## src/rtl/uart_pkg.sv

```systemverilog
// Shared definitions for the configurable UART receiver:
// one-hot state encoding, parity modes and legal parameter ranges.
package uart_pkg;

   typedef enum logic [6:0] {
      S_IDLE      = 7'b0000001,
      S_START     = 7'b0000010,
      S_DATA      = 7'b0000100,
      S_PARITY    = 7'b0001000,
      S_STOP      = 7'b0010000,
      S_DONE      = 7'b0100000,
      S_WAIT_HIGH = 7'b1000000
   } rx_state_t;

   localparam int PAR_NONE = 0;
   localparam int PAR_ODD  = 1;
   localparam int PAR_EVEN = 2;

   localparam int TPB_MIN       = 8;
   localparam int DATA_BITS_MIN = 5;
   localparam int DATA_BITS_MAX = 9;
   localparam int STOP_BITS_MIN = 1;
   localparam int STOP_BITS_MAX = 2;

   function automatic bit cfg_ok(input int tpb, input int tpb_size,
                                 input int dbits, input int par,
                                 input int sbits);
      return (tpb >= TPB_MIN)
          && ((2 ** tpb_size) > tpb)
          && (dbits >= DATA_BITS_MIN) && (dbits <= DATA_BITS_MAX)
          && (par >= PAR_NONE) && (par <= PAR_EVEN)
          && (sbits >= STOP_BITS_MIN) && (sbits <= STOP_BITS_MAX);
   endfunction

endpackage

```

## src/rtl/uart_rx_sampler.sv

```systemverilog
// Line front end: 2-flop synchroniser, falling-edge detect and
// 3-sample majority vote around the middle of each bit.
module uart_rx_sampler #(
   parameter int TICKS_PER_BIT      = 32,
   parameter int TICKS_PER_BIT_SIZE = 6
) (
   input  logic                          i_clk,
   input  logic                          reset,
   input  logic                          din,
   input  logic [TICKS_PER_BIT_SIZE-1:0] tick,
   output logic                          rx,
   output logic                          fall,
   output logic                          vote
);

   localparam int W   = TICKS_PER_BIT_SIZE;
   localparam int MID = (TICKS_PER_BIT - 1) / 2;
   localparam logic [W-1:0] T_A = W'(MID - 1);
   localparam logic [W-1:0] T_B = W'(MID);

   logic [1:0] sync_q;
   logic       prev_q;
   logic       smp_a;
   logic       smp_b;

   always_ff @(posedge i_clk or negedge reset) begin
      if (!reset) begin
         sync_q <= 2'b11;
         prev_q <= 1'b1;
         smp_a  <= 1'b1;
         smp_b  <= 1'b1;
      end else begin
         sync_q <= {sync_q[0], din};
         prev_q <= sync_q[1];
         if (tick == T_A) smp_a <= sync_q[1];
         if (tick == T_B) smp_b <= sync_q[1];
      end
   end

   assign rx   = sync_q[1];
   assign fall = prev_q & ~sync_q[1];
   // third sample is the live line at MID+1
   assign vote = (smp_a & smp_b) | (smp_a & rx) | (smp_b & rx);

endmodule

```

## src/rtl/uart_rx_cfg.sv

```systemverilog
// Configurable UART receiver: start/data/parity/stop framing,
// status flags latched once per frame, break detection.
module uart_rx_cfg
   import uart_pkg::*;
#(
   parameter int TICKS_PER_BIT      = 32,
   parameter int TICKS_PER_BIT_SIZE = 6,
   parameter int DATA_BITS          = 8,
   parameter int PARITY             = 0,
   parameter int STOP_BITS          = 1
) (
   input  logic                 i_clk,
   input  logic                 reset,
   input  logic                 i_enable,
   input  logic                 i_din_priortobuffer,
   output logic [DATA_BITS-1:0] o_rxdata,
   output logic                 o_recvdata,
   output logic                 o_busy,
   output logic                 o_parity_err,
   output logic                 o_frame_err,
   output logic                 o_break
);

   if (!cfg_ok(TICKS_PER_BIT, TICKS_PER_BIT_SIZE, DATA_BITS,
               PARITY, STOP_BITS)) begin : g_bad_cfg
      $error("uart_rx_cfg: illegal parameter set");
   end

   localparam int W   = TICKS_PER_BIT_SIZE;
   localparam int MID = (TICKS_PER_BIT - 1) / 2;
   localparam logic [W-1:0] T_SMP  = W'(MID + 1);
   localparam logic [W-1:0] T_LAST = W'(TICKS_PER_BIT - 1);
   localparam logic [3:0]   DB_LAST = 4'(DATA_BITS - 1);
   localparam logic [3:0]   SB_LAST = 4'(STOP_BITS - 1);

   rx_state_t state, state_n;

   logic [W-1:0]         cnt;
   logic [3:0]           bit_cnt;
   logic [DATA_BITS-1:0] data_q;
   logic                 perr_q;
   logic                 ferr_q;
   logic                 stop0_q;
   logic                 parbit_q;

   logic rx;
   logic fall;
   logic vote;
   logic smp;
   logic exp_par;
   logic first_stop;
   logic brk;

   uart_rx_sampler #(
      .TICKS_PER_BIT      (TICKS_PER_BIT),
      .TICKS_PER_BIT_SIZE (TICKS_PER_BIT_SIZE)
   ) u_sampler (
      .i_clk (i_clk),
      .reset (reset),
      .din   (i_din_priortobuffer),
      .tick  (cnt),
      .rx    (rx),
      .fall  (fall),
      .vote  (vote)
   );

   assign smp        = (cnt == T_SMP);
   assign exp_par    = (PARITY == PAR_EVEN) ? ^data_q : ~^data_q;
   assign first_stop = (bit_cnt == 4'd0) ? vote : stop0_q;
   assign brk        = (data_q == '0) & ~parbit_q & ~first_stop;

   always_ff @(posedge i_clk or negedge reset) begin
      if (!reset) state <= S_IDLE;
      else        state <= state_n;
   end

   always_comb begin
      state_n = state;
      unique case (state)
         S_IDLE:
            if (fall && i_enable) state_n = S_START;
         S_START:
            if (smp) state_n = vote ? S_IDLE : S_DATA;
         S_DATA:
            if (smp && bit_cnt == DB_LAST)
               state_n = (PARITY != PAR_NONE) ? S_PARITY : S_STOP;
         S_PARITY:
            if (smp) state_n = S_STOP;
         S_STOP:
            if (smp && bit_cnt == SB_LAST) state_n = S_DONE;
         S_DONE:
            state_n = rx ? S_IDLE : S_WAIT_HIGH;
         S_WAIT_HIGH:
            if (rx) state_n = S_IDLE;
         default:
            state_n = S_IDLE;
      endcase
   end

   always_ff @(posedge i_clk or negedge reset) begin
      if (!reset) begin
         cnt      <= '0;
         bit_cnt  <= '0;
         data_q   <= '0;
         perr_q   <= 1'b0;
         ferr_q   <= 1'b0;
         stop0_q  <= 1'b1;
         parbit_q <= 1'b0;
      end else begin
         if (state == S_IDLE || state_n == S_IDLE) cnt <= '0;
         else if (cnt == T_LAST)                   cnt <= '0;
         else                                      cnt <= cnt + 1'b1;

         if (state_n != state)
            bit_cnt <= '0;
         else if (smp && (state == S_DATA || state == S_STOP))
            bit_cnt <= bit_cnt + 1'b1;

         if (state == S_IDLE && state_n == S_START) begin
            perr_q   <= 1'b0;
            ferr_q   <= 1'b0;
            stop0_q  <= 1'b1;
            parbit_q <= 1'b0;
         end

         if (state == S_DATA && smp)
            data_q <= {vote, data_q[DATA_BITS-1:1]};

         if (state == S_PARITY && smp) begin
            parbit_q <= vote;
            perr_q   <= vote ^ exp_par;
         end

         if (state == S_STOP && smp) begin
            if (!vote) ferr_q <= 1'b1;
            if (bit_cnt == 4'd0) stop0_q <= vote;
         end
      end
   end

   // status is loaded on the last stop sample so it is valid during DONE
   always_ff @(posedge i_clk or negedge reset) begin
      if (!reset) begin
         o_rxdata     <= '0;
         o_parity_err <= 1'b0;
         o_frame_err  <= 1'b0;
         o_break      <= 1'b0;
      end else if (state == S_STOP && smp && bit_cnt == SB_LAST) begin
         o_rxdata     <= data_q;
         o_parity_err <= perr_q;
         o_frame_err  <= ferr_q | ~vote | brk;
         o_break      <= brk;
      end
   end

   assign o_recvdata = (state == S_DONE);
   assign o_busy     = (state != S_IDLE);

endmodule

```

## config.mk

```make
export PLATFORM = sky130hd
export DESIGN_NAME = uart_rx_cfg
export DESIGN_NICKNAME = d
export VERILOG_FILES = /design/src/rtl/uart_pkg.sv /design/src/rtl/uart_rx_sampler.sv /design/src/rtl/uart_rx_cfg.sv
export SDC_FILE = /design/constraint.sdc
export NUM_CORES = 1
export LEC_CHECK = 0
export CAP_MARGIN = 20
export CORE_ASPECT_RATIO = 1.25
export CORE_MARGIN = 3
export CORE_UTILIZATION = 54
export CTS_CLUSTER_SIZE = 28
export DETAILED_ROUTE_END_ITERATION = 10
export PLACE_DENSITY = 0.74
export SKIP_CTS_REPAIR_TIMING = 1
export SYNTH_ARGS = -nofsm -noshare
export SYNTH_HDL_FRONTEND = slang
export SYNTH_HIERARCHICAL = 1
export SYNTH_SLANG_ARGS = --single-unit
```

## constraint.sdc

```tcl
create_clock -name i_clk -period 2.65 [get_ports i_clk]
set_input_delay 0.53 -clock i_clk [delete_from_list [all_inputs] [get_ports i_clk]]
set_output_delay 0.53 -clock i_clk [all_outputs]
set_load 0.01 [all_outputs]
```

# Word level (Yosys, flattened, before mapping)
# Index checks and enable logic that the tools add are counted.
[op_classes]
n_reduce_logical = 16
addsub = 2
n_eq_ne = 16
muxes = 23
bitwise_logic = 15
[op_table]
columns = ["cell", "count"]
rows = [
  ["2-to-1 mux 7 bit", 7],
  ["one-hot mux 7 bit (7 select lines)", 1],
  ["== test 7 x 1 -> 1 bit (second input constant)", 2],
  ["== test 7 x 2 -> 1 bit (second input constant)", 2],
  ["== test 6 x 4 -> 1 bit (second input constant)", 2],
  ["== test 6 x 5 -> 1 bit (second input constant)", 2],
  ["2-to-1 mux 6 bit", 2],
  ["2-to-1 mux 1 bit", 10],
  ["logical AND 1 bit", 9],
  ["zero test 8 bit", 1],
  ["2-to-1 mux 4 bit", 2],
  ["XNOR reduction 8 bit", 1],
  ["== test 7 x 3 -> 1 bit (second input constant)", 1],
  ["== test 7 x 4 -> 1 bit (second input constant)", 1],
  ["== test 7 x 5 -> 1 bit (second input constant)", 1],
  ["== test 7 x 6 -> 1 bit (second input constant)", 1],
  ["== test 7 bit (second input constant)", 1],
  ["!= test 7 x 1 -> 1 bit (second input constant)", 1],
  ["!= test 7 bit", 1],
  ["adder 6 x 1 -> 6 bit (second input constant)", 1],
  ["AND 1 bit", 6],
  ["adder 4 x 1 -> 4 bit (second input constant)", 1],
  ["== test 4 x 3 -> 1 bit (second input constant)", 1],
  ["zero test 4 bit", 1],
  ["6 further kinds", 14],
]
[word_totals]
output_inout_bits = 13
input_bits = 4
elab_cells = 88
reg_bits = 45

# Longest topological paths before layout
# Gate-level depths: netlist of run 1.
[logic_depth]
word_depth = 11
depth_mapped = 9

# Cells and area by module
# Netlist of run 1, hierarchy kept.
[by_module_without_submodules]
columns = ["module", "area_per_inst_um2", "cells_per_inst", "instances", "seq_area_each_um2"]
rows = [
  ["uart_rx_cfg", 2140.8, 210, 1, 977.2],
  ["uart_rx_sampler", 200.2, 13, 1, 131.4],
]

# Worst setup path after synthesis of run 1
# No wires, ideal clock.
[synth_path]
kind = "register to register"
startpoint = "register cnt[0]"
endpoint = "register o_parity_err"
required_ns = 2.525
t_arrival_ns = 2.210
period_less_slack_ns = 2.335
path_slack_ns = 0.315
path_stages_with_launch = 9
n_path_buf = 2
setup_time_ns = 0.125
path_cell_list = "dfrtp_1 inv_1 ha_1 nand4bb_1 or2_2 clkbuf_1 nor4_4 buf_4 mux2_2"
[synth_between]
elab_chain_cells = 3
[synth_rtl]
columns = ["element", "line", "source"]
rows = [
  ["from (decl)", "uart_rx_cfg.sv:38", "logic [W-1:0] cnt;"],
  ["from (signal assigned)", "uart_rx_cfg.sv:112", "else cnt <= cnt + 1'b1;"],
  ["== test 6 x 5 -> 1 bit", "uart_rx_cfg.sv:67", "assign smp = (cnt == T_SMP);"],
  ["logical AND 1 bit (2 in series)", "uart_rx_cfg.sv:148", "end else if (state == S_STOP && smp && bit_cnt == SB_LAST) begin"],
  ["to (signal assigned)", "uart_rx_cfg.sv:150", "o_parity_err <= perr_q;"],
  ["to (decl)", "uart_rx_cfg.sv:19", "output logic o_parity_err,"],
]
# Every way passes these cells.
# A chain may end at the register's enable or synchronous reset.

# Worst setup path in the final report of run 1
[layout_path]
startpoint = "register state[2]"
endpoint = "output port o_busy"
[layout_between]
elab_chain_cells = 1
[layout_rtl]
columns = ["element", "line", "source"]
rows = [
  ["from (decl)", "uart_rx_cfg.sv:36", "rx_state_t state, state_n;"],
  ["from (signal assigned)", "uart_rx_cfg.sv:74", "else state <= state_n;"],
  ["!= test 7 x 1 -> 1 bit", "uart_rx_cfg.sv:157", "assign o_busy = (state != S_IDLE);"],
  ["to (decl)", "uart_rx_cfg.sv:18", "output logic o_busy,"],
]
# Every way passes these cells.

==> impl_metrics.ini, run 1 <==
[clock_tree]
cts_max_path_buffers = 2
cts_buffers = 5
cts_sinks = 44
htree_levels = 2
clkLatencyLatePin_ps = 290
clk_pin_slew_ps = 80
cts_root_buf = clkbuf_8
cts_tree = built

[route]
vias = 1642
wl_per_cell_microns = 14.97
ant_nets = 0
viasPerCell = 5.455
drcViolationCount = 0
drtIter0Drc = 90
routed_wl_microns = 4507
drt_first_pass_iters = 4

[sta]
finalSetupViolCount = 0
rsz0062_at_grt = no
finalCritPeriodShare = 0.9711
hold_ws_ps = 50.23
tns_ps = 0
fmax_mhz = 388.6
max_slew_margin = 0.5535
fin_skew_ps = 3.825
worst_pin_slew_ps = 669.7
finalHoldViolations = 0
slew_viol_final = 0
layout_min_cycle_time_ps = 2573

[global_route]
grt_pass1_vias = 1662
track_usage = 0.1937
grt_antenna_before_repair = 0
grt_pass1_wl_microns = 7679
grt_max_degree = 22
overflow = 0

[critical_path]
endpoint_kind = primary output
required_ps = 2120
arrival_ps = 2040
crit_fanout = 10
worstSetupStartpointType = flip-flop
path_class = reg2out

[placed_design]
postPlaceCellArea_sq_um = 2556
hpwl_microns = 3304
place_inst = 293
port_buffers = 16
gp_congestion = 0.8738

[synthesis]
ys_seq_area_frac = 0.4735
synth_area_per_cell_sq_um = 10.50
synthCells = 223
syn_nets = 235
async_flop_share = 1.000
syn_area_sq_um = 2341
synth.distinct_cells = 51
synth_edf_count = 0
yosys_warnings = 6
ys_ff_latch = 44
synth_top_flop_cell = dfrtp_1

[power_and_ir_drop]
p_leak_nw = 1.108
power.density_cell_area_nw_per_um2 = 503.7
ir_worst_vdd_mv = 0.3582
p_total_mw = 1.340

[cells_and_area]
area_growth_pct = 13.68
drive_gt1_frac = 0.2204
final_nets = 256
design_area_sq_um = 2661
fillers = 351
insertedDiodeCount = 0
seq_area_sq_um = 1109
finalNonFillerCells = 301
multi_input_area_sq_um = 1102

[floorplanning]
chipHeight_microns = 79.62
die_w_microns = 64.89
start_util = 0.5666
rows = 26
die_area_sq_um = 5166
core_sq_um = 4131
ios = 17

[status]
status = finished, final reports clean

[worst_hold_path]
min_path_type = in2async

[run]
maxCapViolations = 0
[path summary, 6_finish.rpt]
path | to | slack (ps) | cells after the start | from
worst max-delay path | o_busy | 80 | 4 | state[2]$_DFF_PN0_
min in group i_clk | u_sampler/sync_q[1]$_DFF_PN1_ | 370 | 0 | u_sampler/sync_q[0]$_DFF_PN1_
worst min register to register | u_sampler/sync_q[1]$_DFF_PN1_ | 370 | 0 | u_sampler/sync_q[0]$_DFF_PN1_
worst min-delay path | state[3]$_DFF_PN0_ | 50 | 1 | reset
worst max register to register | cnt[3]$_DFF_PN0_ | 360 | 6 | u_sampler/sync_q[1]$_DFF_PN1_
max in group asynchronous | u_sampler/sync_q[0]$_DFF_PN1_ | 2050 | 2 | reset
[metal layers]
metal / share of wire / wire length [microns] / global-route usage
met1: 0.45 / 2009 / 0.2357
met2: 0.52 / 2338 / 0.3367
met3: 0.020 / 90 / 0.03803
met4: 0.015 / 69 / 0.07188
met5: 0 / 0 / 0
[cells by family (layout without fill, tap and decap cells)]
family,after synthesis,count (layout),synth area share
AO/OA/AOI/OAI,30,30,0.09300
XOR/XNOR,12,12,0.04490
buffers and inverters,29,51,0.06039
adder cells (fa/ha/maj),10,10,0.05131
flip-flops,44,44,0.4735
AND/OR/NAND/NOR,85,85,0.2154
multiplexers,13,13,0.06147
[synth_stat cells (3+ instances only)]
| master | number | share of area |
|---|---|---|
| a211oi_1 | 4 | 0.013 |
| a21oi_1 | 3 | 0.0064 |
| and3_1 | 3 | 0.0080 |
| clkbuf_1 | 4 | 0.0064 |
| dfrtp_1 | 38 | 0.41 |
| dfstp_2 | 6 | 0.067 |
| ha_1 | 8 | 0.043 |
| inv_1 | 19 | 0.030 |
| mux2_2 | 11 | 0.053 |
| nand2_1 | 10 | 0.016 |
| nand2b_1 | 5 | 0.013 |
| nand3_1 | 7 | 0.015 |
| nor2_1 | 21 | 0.034 |
| nor3_1 | 8 | 0.017 |
| o21ai_0 | 6 | 0.013 |
| o21ai_2 | 8 | 0.030 |
| or3_1 | 3 | 0.0080 |
| xnor2_1 | 9 | 0.034 |
| xor2_1 | 3 | 0.011 |
[critical path, cell delays in order (launching register included)]
cell	delay, ps
dfrtp_1	500
nor4_2	410
and3_1	280
inv_1	90
clkdlybuf4s50_1	480
[final cells by class]
cell class                      instances  share of cell area
Sequential cell                        44              0.4165
Multi-Input combinational cell        150              0.4142
Tap cell                               56             0.02633
Timing Repair Buffer                   24             0.08086
Inverter                               19             0.02680
Clock buffer                            7             0.03244
Clock inverter                          1            0.002821
[per-stage QoR]
stage	util	worst slack (ps)
2_1_floorplan	-	315.3
3_3_place_gp	0.6187	284.2
3_5_place_dp	0.6187	281.5
4_1_cts	0.6414	-48.52
5_1_grt	0.6442	1.714
6_report	0.6442	76.65
[where the power goes]
part	switching [mW]	internal (mW)
logic	0.0943	0.0861
registers	0.0226	0.694
clock network	0.231	0.212
[flip-flops by register name, indices dropped and copies added, names as in the netlist]
| register | count |
|---|---|
| u_sampler/sync_q | 2 |
| state | 7 |
| u_sampler/prev_q | 1 |
| o_break | 1 |
| parbit_q | 1 |
| cnt | 6 |
| o_frame_err | 1 |
| o_rxdata | 8 |
| u_sampler/smp_b | 1 |
| data_q | 8 |
| perr_q | 1 |
| u_sampler/smp_a | 1 |
| bit_cnt | 4 |
| o_parity_err | 1 |
| ferr_q | 1 |
[placed cells by master, fill, tap and decap left out, types with 2 or more instances in the layout]
cell type,Yosys,final
dfrtp_1,38,38
nor2_1,21,21
inv_1,19,19
clkdlybuf4s50_1,0,15
mux2_2,11,11
nand2_1,10,10
xnor2_1,9,9
nor3_1,8,8
o21ai_2,8,8
ha_1,8,8
buf_4,1,8
nand3_1,7,7
o21ai_0,6,6
clkbuf_8,0,6
dfstp_2,6,6
nand2b_1,5,5
a211oi_1,4,4
a21oi_1,3,3
xor2_1,3,3
and3_1,3,3
nor4bb_1,2,2
nor3b_1,2,2
or4_1,2,2
nand4bb_1,2,2
nor4b_1,2,2
and4bb_2,2,2
or3_1,3,2
or2_2,2,2
o32ai_1,2,2
maj3_1,2,2
mux2i_1,2,2
nand2_2,2,2
nand4_1,2,2
Note: power is estimated with default switching activity, not from simulation.
==> run 2, diff against run 1 <==
--- a/config.mk
+++ b/config.mk
@@ -15,5 +15,4 @@
 export SKIP_CTS_REPAIR_TIMING = 1
 export SYNTH_ARGS = -nofsm -noshare
 export SYNTH_HDL_FRONTEND = slang
-export SYNTH_HIERARCHICAL = 1
 export SYNTH_SLANG_ARGS = --single-unit
==> run 2 against run 1 <==
Effect of this change: first-iteration DRC count increased by 4.4%; register-to-register slack improved by 80 ps; largest cell class unchanged; sequential power increased by 5.4%; die area decreased by 2.0%; power increased by 5.3%; synthesized area decreased by 2.1%; fmax increased by 6.9%; global-route usage about the same.
==> impl_metrics.ini, run 2 <==
[critical_path]
cpPeakStageDelay_ps = 520
crit_fanout = 13
worstPathCellList = nor4_1 -> nand3_1 -> clkdlybuf4s50_1
endpoint_kind = primary output
required_ps = 2120
critPathTopFamily = simple AND/OR/NAND/NOR gates
cp.buffers_inverters = 1
cp_slowest_cell = dfrtp_1
arrival_ps = 1880
worstSetupStartpointType = flip-flop
crit_cells = 3
r2r_cells = 5
path_class = reg2out

[placed_design]
hpwl_microns = 3283
dp_slack_ps = 453.2
gp_congestion = 0.8570
postPlaceCellArea_sq_um = 2462
port_buffers = 16
place_inst = 290

[clock_tree]
cts_sinks = 44
cts_root_buf = clkbuf_8
clk_pin_slew_ps = 80
cts_tree = built
clkLatencyLatePin_ps = 290
cts_buffers = 5
htree_levels = 2
cts_max_path_buffers = 2

[synthesis]
yosys_warnings = 0
synth_top_area_frac = 0.4151
syn_area_sq_um = 2291
ys_ff_latch = 44
synth.distinct_cells = 52
synth_commonest_cells = dfrtp_1, nand2_1, o21ai_0
ys_seq_area_frac = 0.4839
synth_top_flop_cell = dfrtp_1
async_flop_share = 1.000
synthCells = 228
yosysMostFrequentCell = dfrtp_1
syn_nets = 241
synth_area_leaders = dfrtp_1, dfstp_2, ha_1
synth_area_per_cell_sq_um = 10.05
synth_edf_count = 0
synth_top_cell_by_area = dfrtp_1

[global_route]
grt_pass1_vias = 1717
track_usage = 0.1938
grt_max_degree = 23
grt_antenna_before_repair = 0
grt_pass1_wl_microns = 7610
overflow = 0

[cells_and_area]
design_area_sq_um = 2551
fillers = 353
final_cell_mix = dfrtp_1, nand2_1, o21ai_0
insertedDiodeCount = 0
drive_gt1_frac = 0.1475
multi_input_area_sq_um = 1052
seq_area_sq_um = 1109
finalNonFillerCells = 298
area_growth_pct = 11.36
final_nets = 256
largestRegisters = data_q: 8 flops, o_rxdata: 8 flops, state: 7 flops
layout_commonest_cell = dfrtp_1

[route]
drcViolationCount = 0
drtIter0Drc = 94
viasPerCell = 5.560
vias = 1657
ant_nets = 0
routed_wl_microns = 4487
wl_per_cell_microns = 15.06
drt_first_pass_iters = 4

[sta]
fin_skew_ps = 3.456
worst_pin_slew_ps = 639.4
worst_slack_ps = 242.8
layout_min_cycle_time_ps = 2407
fmax_mhz = 415.4
finalSetupViolCount = 0
max_slew_margin = 0.5709
finalCritPeriodShare = 0.9084
slew_viol_final = 0
tns_ps = 0
finalHoldViolations = 0
hold_ws_ps = 137.3
rsz0062_at_grt = no

[floorplanning]
ios = 17
start_util = 0.5813
rows = 25
chipHeight_microns = 78.83
die_w_microns = 64.26
die_area_sq_um = 5065
core_sq_um = 3941

[worst_hold_path]
min_path_type = in2async

[run]
maxCapViolations = 0

[power_and_ir_drop]
ir_worst_vdd_mv = 0.4265
p_leak_nw = 1.065
power.density_cell_area_nw_per_um2 = 553.1

[status]
status = finished, final reports clean
## run 2: kinds of logic (layout without fill, tap and decap cells)
logic type,Yosys count,in the layout,share of synthesized area
xor+xnor,12,12,0.04588
buf+inv,25,41,0.05680
simple gates,89,89,0.2135
flops,44,44,0.4839
compound gates,45,45,0.1316
mux,4,4,0.01911
fa+ha+maj,9,9,0.04915
## run 2: final timing paths
kind	end	from	slack, ps
setup / recovery	o_busy	state[4]$_DFF_PN0_	240
max in group asynchronous	u_sampler.smp_a$_DFFE_PN1N_	reset	1880
hold / removal	cnt[3]$_DFF_PN0_	reset	140
min in group i_clk	u_sampler.sync_q[1]$_DFF_PN1_	u_sampler.sync_q[0]$_DFF_PN1_	360
hold reg to reg	u_sampler.sync_q[1]$_DFF_PN1_	u_sampler.sync_q[0]$_DFF_PN1_	360
setup reg to reg	cnt[0]$_DFF_PN0_	state[6]$_DFF_PN0_	440
## run 2: routing by layer
metal	global-route usage	routed length (microns)
met4	0.1036	124
met5	0	0
met1	0.2251	1955
met2	0.3337	2285
met3	0.03960	122
## run 2: report_power, final
part           internal (mW)  switching (mW)  total [mW]
Clock                  0.187           0.224       0.411
Combinational         0.0956           0.148       0.244
Sequential             0.705          0.0507       0.756
## run 2: worst reg2reg max path: stages, from the launching register on
cell,delay (ps)
dfrtp_1,510
or4_1,680
or3_4,420
nand2b_1,100
a21oi_2,90
nor4_1,310
## run 2: cell type report
cell class	count	area share
repair buffers	20	0.07258
flip-flops and latches	44	0.4345
clock buffers	6	0.02845
inverters	13	0.01913
well taps	54	0.02648
clock inverters	2	0.006376
multi-input cells	159	0.4125
## run 2: stage by stage
step	power, mW	utilization
finish	1.411	0.6473
global route	1.481	0.6473
CTS	1.424	0.6473
detailed placement	1.013	0.6248
global placement	1.005	0.6248
floorplan	0.9290	-
==> run 3, diff against run 2 <==
==> constraint.sdc (replaced) <==
create_clock -name i_clk -period 2.4 [get_ports i_clk]
set_input_delay 0.48 -clock i_clk [delete_from_list [all_inputs] [get_ports i_clk]]
set_output_delay 0.48 -clock i_clk [all_outputs]
set_load 0.01 [all_outputs]
==> run 3 against run 2 <==
Effect of this change: first-iteration DRC count rose by 54%; critical path depth did not move; power rose by 22%; design area rose by 2.9%; die area did not move; combinational power rose by 13%; clock skew rose by 4.7 ps; clock power rose by 47%; worst hold slack improved by 17 ps; register-to-register slack got worse by 240 ps; sequential share of layout area fell by 1.2 points; largest power group unchanged.
==> impl_metrics.ini, run 3 (synthesis results as in run 2) <==
[floorplanning]
start_util = 0.5813
ios = 17
rows = 25
die_w_microns = 64.26
core_sq_um = 3941
chipHeight_microns = 78.83
die_area_sq_um = 5065

[route]
ant_nets = 0
viasPerCell = 5.495
drt_first_pass_iters = 4
drtIter0Drc = 145
wl_per_cell_microns = 14.08
routed_wl_microns = 4209
drcViolationCount = 0
vias = 1643

[clock_tree]
clkLatencyLatePin_ps = 290
cts_buffers = 5
htree_levels = 2
cts_sinks = 44
cts_root_buf = clkbuf_8
clk_pin_slew_ps = 80
cts_tree = built
cts_max_path_buffers = 2

[cells_and_area]
drive_gt1_frac = 0.1633
final_nets = 257
fillers = 323
final_cell_mix = dfrtp_1, nand2_1, o21ai_0
area_growth_pct = 14.58
layout_commonest_cell = dfrtp_1
largestRegisters = data_q: 8 flops, o_rxdata: 8 flops, state: 7 flops
finalNonFillerCells = 299
insertedDiodeCount = 0

[critical_path]
r2r_start = state[5]$_DFF_PN0_
required_ps = 1920
r2r_cells = 5
crit_fanout = 7
path_class = reg2out
cp.buffers_inverters = 1
rr_endpoint = cnt[0]$_DFF_PN0_
worstSetupStartpointType = flip-flop
worstPathCellList = or3_1 -> nor2_1 -> clkdlybuf4s50_1
cpPeakStageDelay_ps = 540
critPathTopFamily = simple AND/OR/NAND/NOR gates
r2r_setup_slack_ps = 200
arrival_ps = 1850
cp_slowest_cell = clkdlybuf4s50_1
endpoint_kind = primary output

[status]
status = finished, final reports clean

[sta]
fmax_mhz = 428.8
worst_pin_slew_ps = 599.0
finalSetupViolCount = 0
max_slew_margin = 0.5980
finalHoldViolations = 0
tns_ps = 0
worst_slack_ps = 67.88
slew_viol_final = 0
layout_min_cycle_time_ps = 2332
fin_skew_ps = 8.135
finalCritPeriodShare = 0.9717

[global_route]
track_usage = 0.1859
grt_pass1_wl_microns = 7548
grt_antenna_before_repair = 0
overflow = 0
grt_pass1_vias = 1699
grt_max_degree = 45

[power_and_ir_drop]
power.density_cell_area_nw_per_um2 = 654.0
p_total_mw = 1.717
ir_worst_vdd_mv = 0.4242
p_leak_nw = 1.103

[placed_design]
port_buffers = 16
hpwl_microns = 3045
dp_slack_ps = 200.5
gp_congestion = 0.8453
place_inst = 291

[run]
maxCapViolations = 0

[worst_hold_path]
min_path_type = in2async
[run 3: cell count changes in the layout (fill, tap and decap cells not counted), sizes merged]
cell	previous run	this run
clkinvlp	1	0
clkbuf	6	7
clkinv	1	0
buf	5	6
bufinv	0	1
[run 3: worst max-delay path by stage]
stage                             startpoint                    end  slack [ps]  cells past startpoint
final                     state[2]$_DFF_PN0_             o_recvdata          70                      3
after global routing      state[2]$_DFF_PN0_             o_recvdata          -5                      3
after CTS                 state[3]$_DFF_PN0_                 o_busy         -30                      3
after detailed placement    cnt[0]$_DFF_PN0_  data_q[7]$_DFFE_PN0P_         200                      7
after global placement    state[5]$_DFF_PN0_       cnt[3]$_DFF_PN0_         270                      5
after floorplan           state[5]$_DFF_PN0_  data_q[5]$_DFFE_PN0P_         300                      8
[run 3: metal layers]
layer / vias up / track usage / part of all wire
met5: - / 0 / 0
met4: 0 / 0.06131 / 0.020
met3: 8 / 0.03678 / 0.038
met2: 39 / 0.3182 / 0.51
met1: 766 / 0.2349 / 0.44
li1: 830 / - / -
[run 3: worst register-to-register path: stages, from the launching register on]
cell and delay [ps]:
dfrtp_1 480, or4_1 690, or3_4 430, nand2b_1 100, a21oi_2 80, nor4_1 310
[run 3: layout make-up]
type | instances | area (sq um) | share of cell area
Sequential cell | 44 | 1110 | 0.4228
Inverter | 13 | 48.80 | 0.01859
Multi-Input combinational cell | 159 | 1067 | 0.4066
Clock inverter | 1 | 30.03 | 0.01144
Timing Repair Buffer | 21 | 205.2 | 0.07817
Clock buffer | 7 | 96.34 | 0.03670
Tap cell | 54 | 67.56 | 0.02574
[run 3: where the power goes]
group | switching (mW) | total [mW] | leakage (nW) | internal, mW
Clock | 0.239 | 0.606 | 0.0645 | 0.367
Combinational | 0.166 | 0.276 | 0.447 | 0.110
Sequential | 0.0554 | 0.834 | 0.591 | 0.779
[run 3: stage by stage]
step	util	cell area [sq um]	hold slack, ps
global placement	0.6298	2482	346.0
global route	0.6660	2625	160.8
detailed placement	0.6298	2482	350.9
finish	0.6660	2625	154.1
CTS	0.6619	2609	162.8
floorplan	-	2291	184.4
